--- src/rtl/axis_str_fifo.sv ---
// ---------------------------------------------------------------------------
// axis_str_fifo
//   Single-clock AXI4-Stream FIFO. Buffers up to 2^ADDR_WDTH words from the
//   slave port and replays them in order, first-word-fall-through, on the
//   master port.
//
// Ports
//   axis_clk       in   clock for both stream ports
//   axis_areset    in   asynchronous active-high reset
//   s_axis_tdata   in   write data
//   s_axis_tvalid  in   write data valid
//   s_axis_tready  out  FIFO can accept a word (registered, !full)
//   m_axis_tdata   out  head-of-FIFO word, 0 when empty (registered)
//   m_axis_tvalid  out  FIFO holds at least one word (registered, !empty)
//   m_axis_tready  in   downstream accepts the head word
// ---------------------------------------------------------------------------
module axis_str_fifo #(
    parameter int unsigned ADDR_WDTH = 3,
    parameter int unsigned DATA_WDTH = 8
) (
    input  logic                 axis_clk,
    input  logic                 axis_areset,
    input  logic [DATA_WDTH-1:0] s_axis_tdata,
    input  logic                 s_axis_tvalid,
    output logic                 s_axis_tready,
    output logic [DATA_WDTH-1:0] m_axis_tdata,
    output logic                 m_axis_tvalid,
    input  logic                 m_axis_tready
);

    localparam int unsigned DEPTH = 1 << ADDR_WDTH;
    localparam int unsigned PTR_W = ADDR_WDTH + 1;

    logic [DATA_WDTH-1:0] r_mem [DEPTH];
    logic [PTR_W-1:0]     r_wr_ptr;
    logic [PTR_W-1:0]     r_rd_ptr;
    logic                 r_s_tready;
    logic                 r_m_tvalid;
    logic [DATA_WDTH-1:0] r_m_tdata;

    logic                 w_wr_en;
    logic                 w_rd_en;
    logic [PTR_W-1:0]     w_wr_ptr_nxt;
    logic [PTR_W-1:0]     w_rd_ptr_nxt;
    logic [ADDR_WDTH-1:0] w_wr_idx;
    logic [ADDR_WDTH-1:0] w_rd_idx_nxt;
    logic                 w_empty_nxt;
    logic                 w_full_nxt;
    logic [DATA_WDTH-1:0] w_head_nxt;

    // Handshakes are qualified by the registered ready/valid only, so there
    // is no combinational path between the two stream ports.
    assign w_wr_en = s_axis_tvalid & r_s_tready;
    assign w_rd_en = r_m_tvalid & m_axis_tready;

    assign w_wr_ptr_nxt = r_wr_ptr + PTR_W'(w_wr_en);
    assign w_rd_ptr_nxt = r_rd_ptr + PTR_W'(w_rd_en);
    assign w_wr_idx     = r_wr_ptr[ADDR_WDTH-1:0];
    assign w_rd_idx_nxt = w_rd_ptr_nxt[ADDR_WDTH-1:0];

    assign w_empty_nxt = (w_wr_ptr_nxt == w_rd_ptr_nxt);
    assign w_full_nxt  = (w_wr_ptr_nxt[ADDR_WDTH-1:0] == w_rd_ptr_nxt[ADDR_WDTH-1:0]) &&
                         (w_wr_ptr_nxt[ADDR_WDTH] != w_rd_ptr_nxt[ADDR_WDTH]);

    // Next head word: a write landing exactly at the next read slot can only
    // happen when the FIFO is about to hold just that word, so bypass it.
    assign w_head_nxt = (w_wr_en && (w_wr_idx == w_rd_idx_nxt)) ? s_axis_tdata
                                                                 : r_mem[w_rd_idx_nxt];

    // Storage array, deliberately not reset.
    always_ff @(posedge axis_clk) begin
        if (w_wr_en) begin
            r_mem[w_wr_idx] <= s_axis_tdata;
        end
    end

    // Pointers and registered stream outputs derived from next-state pointers.
    always_ff @(posedge axis_clk or posedge axis_areset) begin
        if (axis_areset) begin
            r_wr_ptr   <= '0;
            r_rd_ptr   <= '0;
            r_s_tready <= 1'b0;
            r_m_tvalid <= 1'b0;
            r_m_tdata  <= '0;
        end else begin
            r_wr_ptr   <= w_wr_ptr_nxt;
            r_rd_ptr   <= w_rd_ptr_nxt;
            r_s_tready <= !w_full_nxt;
            r_m_tvalid <= !w_empty_nxt;
            r_m_tdata  <= w_empty_nxt ? '0 : w_head_nxt;
        end
    end

    assign s_axis_tready = r_s_tready;
    assign m_axis_tvalid = r_m_tvalid;
    assign m_axis_tdata  = r_m_tdata;

endmodule

--- config.mk ---
export PLATFORM = sky130hd
export DESIGN_NAME = axis_str_fifo
export DESIGN_NICKNAME = d
export VERILOG_FILES = /design/src/rtl/axis_str_fifo.sv
export SDC_FILE = /design/constraint.sdc
export NUM_CORES = 1
export LEC_CHECK = 0
export ABC_AREA = 0
export CORE_MARGIN = 3
export CORE_UTILIZATION = 28
export DETAILED_ROUTE_END_ITERATION = 8
export GPL_ROUTABILITY_DRIVEN = 0
export PLACE_DENSITY = 0.49
export SYNTH_ARGS = -nofsm -noshare
export SYNTH_HDL_FRONTEND = slang
export SYNTH_SLANG_ARGS = --single-unit
--- constraint.sdc ---
create_clock -name axis_clk -period 4.6 [get_ports axis_clk]
set_input_delay 0.69 -clock axis_clk [delete_from_list [all_inputs] [get_ports axis_clk]]
set_output_delay 0.69 -clock axis_clk [all_outputs]
set_load 0.005 [all_outputs]
== Word level (Yosys, flattened, before mapping) ==
Memory sizes are Yosys's and may differ from the RTL's.
Index checks and enable logic that the tools add are counted.

* Register bits after elaboration: 18
* Memory bits (writable): 64
* Bits of input ports: 12
* Output and inout bits: 10
* Logic and storage cells: 22
* Memories: 1

{| class="wikitable"
|+ Memories
! name !! depth !! bits a word !! rd ports !! clocked after memory_dff !! write ports !! RTL line !! RTL
|-
| r_mem || 8 || 8 || 1 || 0 || 1 || 34 || <nowiki>logic [DATA_WDTH-1:0] r_mem [DEPTH];</nowiki>
|}

* Add/sub/neg operators: 2
* Equal/unequal tests: 4
* Multiplexer cells: 4
* Bitwise operators: 2
* Reduce and logical (&&, ||, !) cells: 4

{| class="wikitable"
|+ Operators with widths
! cell !! count
|-
| two-way mux 8 bit || 2
|-
| adder 4 x 1 -> 4 bit || 2
|-
| equality test 3 bit || 2
|-
| equality test 4 bit || 1
|-
| bitwise AND 1 bit || 2
|-
| logical AND 1 bit || 2
|-
| zero test 1 bit || 2
|-
| two-way mux 1 bit || 2
|-
| != test 1 bit || 1
|}

== Logic depth before layout (Yosys ltp) ==
Gate-level depths: netlist (run 1).

* Word-level depth: 6
* Gate-level depth with buffers: 10
* Gate-level depth less buffers: 8

== Worst setup path before layout (run 1) ==
No wires, ideal clock.

* Kind: input to register
* Start: in m_axis_tready
* End: reg r_m_tdata[6] (netlist: m_axis_tdata[6])
* Arrival time: 2313 ps
* Data required time: 4439 ps
* Slack: 2126 ps
* Stages on the path: 8
* Path through: and2_1 > ha_1 > ha_1 > buf_6 > buf_8 > mux4_1 > mux2i_1 > a221oi_1

* Word-level cells in the longest chain between the ends: 6
* Elaborated cells on any way between the ends: 8
* Those cells by class: 1 x add/sub; 2 x eq/ne; 2 x mux; 1 x bitwise; 1 x reduce/logical; 1 x memory

{| class="wikitable"
|+ RTL lines
! what !! RTL line !! RTL
|-
| from (decl) || 28 || <nowiki>input logic m_axis_tready</nowiki>
|-
| bitwise AND 1 bit (*) || 54 || <nowiki>assign w_rd_en = r_m_tvalid & m_axis_tready;</nowiki>
|-
| adder 4 x 1 -> 4 bit (*) || 57 || <nowiki>assign w_rd_ptr_nxt = r_rd_ptr + PTR_W'(w_rd_en);</nowiki>
|-
| named net w_rd_ptr_nxt[1] || 44 || <nowiki>logic [PTR_W-1:0] w_rd_ptr_nxt;</nowiki>
|-
| parallel branches: the longest is 3 deep, another holds memory (8 x 8 bit) || -- ||
|-
| two-way mux 8 bit (*) || 90 || <nowiki>r_m_tdata <= w_empty_nxt ? '0 : w_head_nxt;</nowiki>
|-
| to (signal assigned) || 90 ||
|-
| to (decl) || 39 || <nowiki>logic [DATA_WDTH-1:0] r_m_tdata;</nowiki>
|}

Mark *: on every way through the listed nets, which the timed path passes.

== Final worst setup path (run 1) ==
* Start: in s_axis_tvalid
* End: reg r_m_tdata[0] (netlist: m_axis_tdata[0])

* Word-level cells in the longest chain between the ends: 4
* Elaborated cells on any way between the ends: 6
* Those cells by class: 1 x add/sub; 1 x eq/ne; 2 x mux; 1 x bitwise; 1 x reduce/logical

{| class="wikitable"
|+ RTL lines
! what !! RTL line !! RTL
|-
| from (decl) || 24 || <nowiki>input logic s_axis_tvalid,</nowiki>
|-
| bitwise AND 1 bit || 53 || <nowiki>assign w_wr_en = s_axis_tvalid & r_s_tready;</nowiki>
|-
| adder 4 x 1 -> 4 bit || 56 || <nowiki>assign w_wr_ptr_nxt = r_wr_ptr + PTR_W'(w_wr_en);</nowiki>
|-
| named net w_wr_ptr_nxt[3] || 43 || <nowiki>logic [PTR_W-1:0] w_wr_ptr_nxt;</nowiki>
|-
| equality test 4 bit || 61 || <nowiki>assign w_empty_nxt = (w_wr_ptr_nxt == w_rd_ptr_nxt);</nowiki>
|-
| two-way mux 8 bit || 90 ||
|}

The timed path passes the listed nets, and every way through them passes these cells.

==> results of run 1 <==
[per-layer routing]
| layer | part of all wire | vias to the layer above | routed length [um] |
|---|---|---|---|
| li1 | - | 728 | - |
| met1 | 0.44 | 824 | 2773 |
| met2 | 0.51 | 28 | 3227 |
| met3 | 0.039 | 7 | 246 |
| met4 | 0.013 | 0 | 81 |
| met5 | 0 | - | 0 |
[worst max-delay path, stage by stage]
cell             delay (ps)
clkdlybuf4s50_1         460
nand2_1                 160
inv_1                   180
ha_1                    200
nand3_1                 100
xnor2_1                 170
xnor2_1                 910
a221oi_1                270
[logic make-up (layout without fill, tap and decap cells)]
kind of cell    Yosys count  after routing  share of synthesized area
flops                    82             82                     0.7106
simple gates             28             28                    0.04198
mux                      24             24                     0.1499
xor+xnor                 11             11                    0.03860
compound gates            8              8                    0.02099
buf+inv                   8             42                    0.02286
fa+ha+maj                 4              4                    0.01499
[path summary, 6_finish.rpt]
kind	slack [ps]	to	from	cells past startpoint
setup / recovery	1580	m_axis_tdata[0]$_DFF_PP0_	s_axis_tvalid	8
hold / removal	480	r_rd_ptr[3]$_DFF_PP0_	r_rd_ptr[3]$_DFF_PP0_	1
setup reg to reg	2000	m_axis_tdata[0]$_DFF_PP0_	s_axis_tready$_DFF_PP0_	8
hold reg to reg	480	r_rd_ptr[3]$_DFF_PP0_	r_rd_ptr[3]$_DFF_PP0_	1
max in group asynchronous	3260	m_axis_tdata[3]$_DFF_PP0_	axis_areset	2
min in group asynchronous	830	r_rd_ptr[3]$_DFF_PP0_	axis_areset	2
[synthesized netlist by cell type, drive strengths merged]
master / instances / share of area
mux2i: 8 / 0.024
edfxtp: 64 / 0.58
buf: 6 / 0.021
and2: 1 / 0.0019
nor4: 1 / 0.0019
nor2: 11 / 0.012
dfrtp: 18 / 0.13
xnor2: 5 / 0.013
nand3: 2 / 0.0030
a221oi: 8 / 0.021
nand2b: 3 / 0.0056
nand4: 1 / 0.0037
ha: 4 / 0.015
nor3: 5 / 0.0090
xor2: 5 / 0.019
mux4: 16 / 0.13
inv: 2 / 0.0022
xnor3: 1 / 0.0067
nand2: 4 / 0.0045
[state kept, by name, indices dropped and copies added (netlist names)]
| signal | flops |
|---|---|
| r_wr_ptr | 4 |
| m_axis_tvalid | 1 |
| s_axis_tready | 1 |
| r_mem | 64 |
| m_axis_tdata | 8 |
| r_rd_ptr | 4 |
[final cells by class]
class                           instances  area share
Sequential cell                        82      0.5901
Multi-Input combinational cell         75      0.2278
Clock buffer                           11     0.05789
Timing Repair Buffer                   24     0.05789
Tap cell                              143     0.04451
Clock inverter                          5     0.01992
Inverter                                2    0.001867
[report_power, final]
group	switching (mW)	total, mW	internal (mW)
clock network	0.269	0.743	0.474
logic	0.530	1.03	0.503
registers	0.0848	1.06	0.975
total	0.884	2.84	1.95
==> reports/metrics.cfg, run 1 <==
[cts]
cts_max_path_buffers=2
clk_pin_slew_ps=60
ctsResizeCount=0
clockRootBuffer=clkbuf_16
post_cts_buffers=0
htreeDepth=3
cts_hold_buffers=0
clkSinkCount=82
cts_buffers=9
cts_tree=built
clk-insertion-delay-late_ps=330

[timing]
drv_slew=0
max_freq_mhz=331.5
grt_setup_unrepaired=false
timing.final.crit_share=0.6557
hold_viol=0
period_needed_ps=3016
tns_ps=0
fin_skew_ps=4.666
relSlewSlack=0.2306
fin_ws_ps=1584
worst_pin_slew_ps=1146
setup_viol=0
holdWs_ps=484.0

[route]
dr.first_iter.drc_count=68
via_per_inst=4.640
remaining_drc_errors=0
routed_wl_um=6329
detail-route-antenna-nets=0
avgRoutedWirePerCell_um=18.51
drt_first_pass_iters=4
num_vias=1587

[yosys]
yosysWarnings=0
yosys.cell_types.count=24
synth.cell_area_um2=3338
synth_nets=181
yosysSeqAreaShare=0.7106
ys_ff_latch=82
synth_area_per_cell_um2=20.23
synth_cells=165

[hold_path]
hold_path.class=flop to flop

[grt]
grt_pass1_wl_um=9591
antenna_found_initial=0
groute.layer.met3.usage=0.04105
grt_busiest_layer=met2
use_met2=0.1709
grt-ovfl-total=0
grt_use_total=0.1026
grt_start_max_net_pins=20
grt_pass1_vias=1622
met1_usage=0.1230

[floorplanning]
pin_count=22
fp.dieW_um=115.2
die-area_um2=13270
rows=39
initial_utilization=0.2899
core_area_um2=11520
die_y_um=115.2

[finish]
layout_commonest_cell=edfxtp_1
seq_area_um2=2372
drive_above_1_share=0.1256
final_util=0.3491
nNetsFinal=210
multi_input_area_um2=915.9
finalNonFillerCells=342
antenna_cells=0
final_cell_mix=edfxtp_1, clkdlybuf4s50_1, dfrtp_1
fill_cells=1096
design_area_um2=4020
syn_to_final_growth_pct=20.43

[pwr]
p_total_mw=2.836
leakagePower_nw=1.413
vdd_drop_max_mv=0.1844
power_density_nw_per_um2=705.5

[status]
run_status=finished clean

[critical_path]
end_kind=flop
start_kind=input pin
crit_type=input pin to flop
cp.arrival_ps=3150
crit_fanout=10
crit_required_ps=4730

[placement]
placedCellCount=326
placed_area_um2=3707
dp_hpwl_um=3885
io_buffers=21
place_ws_ps=1175

[run]
maxCapViolCount=0

No activity file was read; power rests on OpenSTA's default activity.
==> inputs of run 2 (changes only) <==
Settings changed: PLACE_DENSITY 0.49 to 0.5.
Clock period 4.6 ns to 2.5 ns, I/O delays scaled along.
==> run 2 against run 1 <==
  * First-iteration DRC count grew 100%
  * Power grew 89%
  * Worst setup slack lost 1400 ps
  * Largest cell class unchanged
  * Clock-buffer cell count shrank 1
==> reports/metrics.cfg, run 2 (synthesized netlist as in run 1, its figures left out) <==
[critical_path]
path_common_cell=ha_1
crit_type=input pin to flop
r2r-start=m_axis_tvalid$_DFF_PP0_
reg2reg_depth=7
end_kind=flop
crit_required_ps=2700
cp.arrival_ps=2490
crit_slowest_cell=mux4_1
crit_path_end=m_axis_tdata[0]$_DFF_PP0_
cpPeakStageDelay_ps=630
crit_chain=clkdlybuf4s50_1 -> and2_1 -> ha_1 -> ha_1 -> buf_12 -> mux4_1 -> mux2i_1 -> a221oi_1
crit_fanout=19
regToRegSetupSlack_ps=250
start_kind=input pin
reg2reg_to=m_axis_tdata[0]$_DFF_PP0_
startpoint=m_axis_tready

[cts]
cts_hold_buffers=0
clockRootBuffer=clkbuf_16
cts_max_path_buffers=2
htreeDepth=3
post_cts_buffers=0
ctsResizeCount=0
cts_tree=built
clk_pin_slew_ps=60
cts_buffers=9
clk-insertion-delay-late_ps=330
clkSinkCount=82

[route]
routed_wl_um=6783
dr.first_iter.drc_count=138
avgRoutedWirePerCell_um=19.05
detail-route-antenna-nets=0
remaining_drc_errors=0
drt_first_pass_iters=4
via_per_inst=4.635
num_vias=1650

[timing]
period_needed_ps=2292
hold_viol=0
fin_ws_ps=207.8
drv_slew=0
max_freq_mhz=436.3
fin_skew_ps=5.152
timing.final.crit_share=0.9169
worst_pin_slew_ps=754.1
setup_viol=0
grt_setup_unrepaired=false
relSlewSlack=0.4967

[placement]
place_ws_ps=-122.9
io_buffers=21
placedCellCount=340
dp_hpwl_um=4301
placed_area_um2=3830

[hold_path]
hold_path.class=input pin to async pin

[finish]
drive_above_1_share=0.1549
antenna_cells=0
largest_register_ffs=64
finalNonFillerCells=356
design_area_um2=4116
final_cell_mix=edfxtp_1, clkdlybuf4s50_1, dfrtp_1
fill_cells=1092
top_register=r_mem
layout_commonest_cell=edfxtp_1
nNetsFinal=224
multi_input_area_um2=895.9
syn_to_final_growth_pct=23.31
seq_area_um2=2372

[pwr]
power_density_nw_per_um2=1303
combPwrFrac=0.404
vdd_drop_max_mv=0.4396
swShare=0.3120
p_switching_mw=1.673
p_clk_frac=0.235
leakagePower_nw=1.485
intPower_mw=3.689
seqPwrFrac=0.360

[floorplanning]
die-area_um2=13270
initial_utilization=0.2899
core_area_um2=11520
die_y_um=115.2
fp.dieW_um=115.2
pin_count=22
rows=39

[grt]
grt-ovfl-total=0
grt_pass1_vias=1790
grt_start_max_net_pins=20
grt_pass1_wl_um=10720
antenna_found_initial=0
grt_use_total=0.1129

[status]
run_status=finished clean

[run]
maxCapViolCount=0

run 2: power by group through the flow:
stage	clock network, mW	logic (mW)	registers [mW]
after CTS	1.31	2.22	1.94
after global routing	1.36	2.36	1.97
final	1.26	2.17	1.93
after floorplan	0	1.47	1.92
after global placement	0	2.20	1.96
after detailed placement	0	2.21	1.96
run 2: metal layers:
layer  share of wire  routed length, um  vias up  track usage
li1                -                  -      762            -
met1            0.46               3123      846       0.1474
met2            0.48               3235       30       0.1748
met3           0.035                238       12      0.03000
met4           0.027                186        0      0.05477
met5               0                  0        -            0
run 2: through the flow:
step                power, mW  hold WS, ps  TNS (ps)    util
floorplan               3.390        313.6         0       -
global placement        4.164        480.4    -778.0  0.3326
detailed placement      4.173        484.0    -791.0  0.3326
CTS                     5.466        497.0         0  0.3575
global route            5.687        512.8         0  0.3575
finish                  5.362        483.4         0  0.3575
run 2: layout make-up:
class / count / area share
Clock inverter: 6 / 0.01398
Timing Repair Buffer: 38 / 0.09119
Sequential cell: 82 / 0.5763
Multi-Input combinational cell: 75 / 0.2176
Clock buffer: 10 / 0.05562
Inverter: 2 / 0.001824
Tap cell: 143 / 0.04347
run 2: critical path: cells and delay by family:
kind | cells | cell delay, ps
AOI/OAI and AO/OA | 1 | 90
adders and majority gates | 2 | 510
buffers and inverters | 2 | 580
muxes | 2 | 780
and+or+nand+nor | 1 | 140
run 2: worst min-delay path by stage:
stage | end | slack [ps] | from
final | m_axis_tvalid$_DFF_PP0_ | 480 | axis_areset
after global routing | r_wr_ptr[3]$_DFF_PP0_ | 510 | r_wr_ptr[3]$_DFF_PP0_
after CTS | r_wr_ptr[3]$_DFF_PP0_ | 500 | r_wr_ptr[3]$_DFF_PP0_
after detailed placement | r_wr_ptr[3]$_DFF_PP0_ | 480 | r_wr_ptr[3]$_DFF_PP0_
after global placement | r_rd_ptr[3]$_DFF_PP0_ | 480 | r_rd_ptr[3]$_DFF_PP0_
after floorplan | m_axis_tdata[0]$_DFF_PP0_ | 310 | axis_areset
==> RTL change 1 (flow settings as in run 2) <==
Set the parameter `ADDR_WDTH` to 2 (it was 3).
--- a/src/rtl/axis_str_fifo.sv
+++ b/src/rtl/axis_str_fifo.sv
@@ -16,5 +16,5 @@
 // ---------------------------------------------------------------------------
 module axis_str_fifo #(
-    parameter int unsigned ADDR_WDTH = 3,
+    parameter int unsigned ADDR_WDTH = 2,
     parameter int unsigned DATA_WDTH = 8
 ) (
Function: changed (a bounded check fails within 10 cycles, from zero or initial values and one cycle with axis_areset high).
==> RTL change 1 against run 2 <==
- non-clock buffer count up 5
- count of clock-buffer cells in the layout fell by 3
- utilization increased by 1.8 points
- routed wire length decreased by 40%
- setup slack improved by 0.21 ns
- final cell count decreased by 29%
- clock power decreased by 60%
- sequential cell count down 34
- cell area fell by 38%
- synthesized area shrank 41%
- die area shrank 39%
- total power fell by 31%
- via count down 31%
- largest cell class unchanged
==> RTL change 1: results (changes against run 2) <==
- Run status: completed
- Number of synthesized flops with an enable pin: 32 (-50%)
- # fillers: 672 (-38%)
- DRT Wirelength: 4.08 mm (-40%)
- Multi-In Gates: 55 (-27%)
- CP Capture Type: flip-flop
- Bufs w/o clock: 43 (+13%)
- Leakage power: 0.973 nW (-34%)
- Worst r2r dst: m_axis_tdata[7]
- Place WS: 0.128 ns (+0.251 ns)
- Async set-reset flop share out of synthesis: 33.3% (+11 points)
- Clk tree area frac: 4.00% (-3.0 points)
- CTS Buf Count: 5 (-4)
- Multi-input combinational area share: 22.8% (+1.0 points)
- YS warnings: 0 (unchanged)
- R2R depth: 8 (+1)
- Post-synth cell types: 22 (-8.3%)
- Placed inst area: 2460 um2 (-36%)
- First-pass GRT wire length: 6.76 mm (-37%)
- Layout non-clock buf frac: 15.1% (+6.0 points)
- Largest net degree at the start of global routing: 17 (-15%)
- Crit share post-route: 83.4% (-8.3 points)
- Clock-pin slew on the worst setup and hold paths: 0.09 ns (+0.03 ns)
- GR Util All Layers: 10.8% (-0.46 points)
- CTS Root Buffer Type: clkbuf_8
- Rows: 30 (-23%)
- PwrDens: 1430 nW/um2 (+10%)
- Maximum fanout along the worst path: 6 (-13)
- Comb pwr share: 53.6% (+13 points)
- Total Nets Final: 171 (-24%)
- Clk_lat worst skew: 0.30 ns (-0.03 ns)
- Largest stage delay, worst path: 0.40 ns (-0.23 ns)
- H-tree depth: 2 (-1)
- DP HPWL: 2.89 mm (-33%)
- Switch share: 35.2% (+4.0 points)
- Top cells by count, synth: edfxtp_1, dfrtp_1
- Fraction of area in registers: 53.1% (-4.5 points)
- Post-synthesis sequential area ratio: 68.6% (-2.4 points)
- Post-Syn Instances: 109 (-34%)
- Crit path DAT: 2.29 ns (-0.20 ns)
- DP Cell Count: 244 (-28%)
- R2r setup slk: 0.49 ns (+0.24 ns)
- Vias in the first global route: 1271 (-29%)
- Synth top area cells: edfxtp_1, dfrtp_1, mux4_1
- Max VDD drop: 0.462 mV (+5.1%)
- Layout cell share with drive strength beyond 1: 21.2% (+5.7 points)
- Clock buffers: 7 (-3)
- Syn Nets: 125 (-31%)
- Critical-path top delay cell: clkdlybuf4s50_1
- Initial DRC count: 87 (-37%)
- Routed len/inst: 16.2 um (-15%)
- Fin Hold WS: 0.467 ns (-0.0161 ns)
- Slew @ Worst Pin: 0.641 ns (-0.113 ns)
- Max reg flops: 32 (-50%)
- Vias per Instance: 4.53 (-2.3%)
- Setup Skew: 0.00734 ns (+0.00219 ns)
## RTL change 1: kinds of logic after synthesis
| group | synth area share (%) |
|---|---|
| adders and majority gates | 2.52 |
| and+or+nand+nor | 5.17 |
| DFF | 68.6 |
| buffers and inverters | 1.89 |
| muxes | 10.6 |
| xor gates and xnor gates | 5.11 |
| AOI/OAI and AO/OA | 6.06 |
## RTL change 1: metal layers
metal	vias to the layer above	wire (um)	part of all wire (%)	GRT usage (%)
li1	529	-	-	-
met1	572	1820	45	14.4
met2	35	2010	49	17.4
met3	5	203	5.0	2.76
met4	0	48	1.2	3.44
met5	-	0	0	0
## RTL change 1: power by group through the flow
stage | sequential [mW] | combinational, mW | clock, mW
floorplan | 1.20 | 1.05 | 0
global placement | 1.21 | 1.95 | 0
detailed placement | 1.22 | 1.99 | 0
CTS | 1.21 | 2.00 | 0.521
global route | 1.22 | 2.15 | 0.558
finish | 1.20 | 1.97 | 0.504
==> RTL change 2 (settings of run 2) <==
Made on the original files. Take the reset off `r_m_tdata` and load it in a clocked block of its own.
--- a/src/rtl/axis_str_fifo.sv
+++ b/src/rtl/axis_str_fifo.sv
@@ -82,5 +82,4 @@
             r_s_tready <= 1'b0;
             r_m_tvalid <= 1'b0;
-            r_m_tdata  <= '0;
         end else begin
             r_wr_ptr   <= w_wr_ptr_nxt;
@@ -88,6 +87,9 @@
             r_s_tready <= !w_full_nxt;
             r_m_tvalid <= !w_empty_nxt;
-            r_m_tdata  <= w_empty_nxt ? '0 : w_head_nxt;
         end
+    end
+
+    always_ff @(posedge axis_clk) begin
+        r_m_tdata <= w_empty_nxt ? '0 : w_head_nxt;
     end
 
Behaviour: differs if axis_areset is asserted again (counterexample within 4 cycles, from zero or initial values and one cycle with axis_areset high); with axis_areset held inactive, the same outputs for 10 cycles.
==> RTL change 2 against run 2 <==
- total power rose by 1.3%
- clock power increased by 10%
- cell area decreased by 0.18%
- critical endpoint is now m_axis_tdata[3]
- synthesized cell count unchanged
- sequential cell count did not move
- setup slack gained 0.044 ns
- global-route usage down 0.79 points
- synthesized area is 1.3% lower
- clock skew rose by 0.0055 ns
- routed wire length shrank 6.7%
- critical path type unchanged
- register-to-register slack gained 0.06 ns
- combinational power down 3%
- sequential share of layout area down 0.87 points
- largest power group unchanged
==> RTL change 2: results (changes against run 2) <==
- First-pass GRT wire length: 9.88 mm (-7.8%)
- Post-synth cell types: 25 (+4.2%)
- H-tree depth: 3 (unchanged)
- Max VDD drop: 0.793 mV (+80%)
- CTS Root Buffer Type: clkbuf_16
- Number of synthesized flops with an enable pin: 64 (unchanged)
- Clock tree buffer depth: 2 (unchanged)
- Crit. Startpoint: m_axis_tready
- Clk_lat worst skew: 0.33 ns (about the same)
- R2r setup slk: 0.31 ns (+0.06 ns)
- R2R depth: 7 (unchanged)
- Max reg flops: 64 (unchanged)
- Total Nets Final: 226 (+0.89%)
- Post-synthesis sequential area ratio: 70.8% (-0.27 points)
- CTS resizes: 0 (unchanged)
- Maximum fanout along the worst path: 14 (-5)
- Post-CTS Setup Inserts: 0 (unchanged)
- Syn Nets: 181 (unchanged)
- DRT Wirelength: 6.33 mm (-6.7%)
- Initial DRC count: 70 (-49%)
- Slew @ Worst Pin: 0.386 ns (-0.368 ns)
- Setup Skew: 0.0107 ns (+0.00551 ns)
- Layout cell share with drive strength beyond 1: 17.7% (+2.2 points)
- Synth top area cells: edfxtp_1, mux4_1, dfrtp_1
- Top cells by count, synth: edfxtp_1, mux4_1, nor2_1
- YS warnings: 0 (unchanged)
- Vias in the first global route: 1708 (-4.6%)
- Hold WC Path Type: input pin to async pin
- Largest net degree at the start of global routing: 18 (-10%)
- Biggest register: r_mem
- Run status: completed
- Final setup viols: 0 (unchanged)
- Initial antenna violation count: 0 (unchanged)
- Pre-antenna DRT Iters: 4 (unchanged)
- DP HPWL: 4.09 mm (-4.9%)
- Placed inst area: 3790 um2 (-1.1%)
- Ys flop type: edfxtp_1
- RR Startpoint: m_axis_tvalid
- Async set-reset flop share out of synthesis: 12.2% (-9.8 points)
- Diodes inserted: 0 (unchanged)
- Crit path DAT: 2.45 ns (-0.04 ns)
- Buffers added on ports: 21 (unchanged)
- Leakage power: 1.47 nW (-0.94%)
- GR Util All Layers: 10.5% (-0.79 points)
- Via count: 1641 (-0.55%)
- CTS Buf Count: 9 (unchanged)
- Worst setup endpoint: m_axis_tdata[3]
- Clock-pin slew on the worst setup and hold paths: 0.06 ns (about the same)
## RTL change 2: cell count changes after synthesis
cell     before  now
buf_6         1    2
buf_8         3    2
dfxtp_1       0    8
dfrtp_1      18   10
## RTL change 2: cell type report
class	count	area, um2
fillers	1009	7060
flip-flops and latches	82	2330
multi-input cells	75	896
repair buffers	40	378
clock buffers	10	229
well taps	140	175
clock inverters	6	91.3
inverters	2	7.51
## RTL change 2: through the flow
stage               setup slack [ns]  hold slack (ns)  utilization, %  cells  setup TNS (ns)
CTS                            0.228            0.327            36.8    355               0
detailed placement           -0.0973            0.488            33.9    339          -0.362
finish                         0.252            0.317            36.8    355               0
global placement              -0.114            0.481            33.9    339          -0.509
global route                   0.120            0.362            36.8    355               0
floorplan                      0.313            0.215               -    165               0
## RTL change 2: cells by family after synthesis
kind of cell    Yosys count  share of synthesized area, %
xor+xnor                 11                          3.91
flops                    82                          70.8
simple gates             28                          4.25
compound gates            8                          2.13
buf+inv                   8                          2.20
fa+ha+maj                 4                          1.52
mux                      24                          15.2
## RTL change 2: per-layer routing
metal	up-vias	wire length [um]	track usage [%]
li1	769	-	-
met1	840	2850	13.5
met2	28	3210	16.9
met3	4	215	3.07
met4	0	55	3.80
met5	-	0	0
## RTL change 2: worst max-delay path, stage by stage
cell	delay, ns
clkdlybuf4s50_1	0.39
and2_1	0.14
ha_1	0.19
ha_1	0.34
buf_12	0.17
mux4_1	0.57
mux2i_1	0.16
a221oi_1	0.09
## RTL change 2: power breakdown
group | internal [mW] | switching [mW] | total (mW)
clock network | 0.876 | 0.513 | 1.39
registers | 1.79 | 0.148 | 1.94
logic | 1.14 | 0.967 | 2.11
total | 3.81 | 1.63 | 5.43
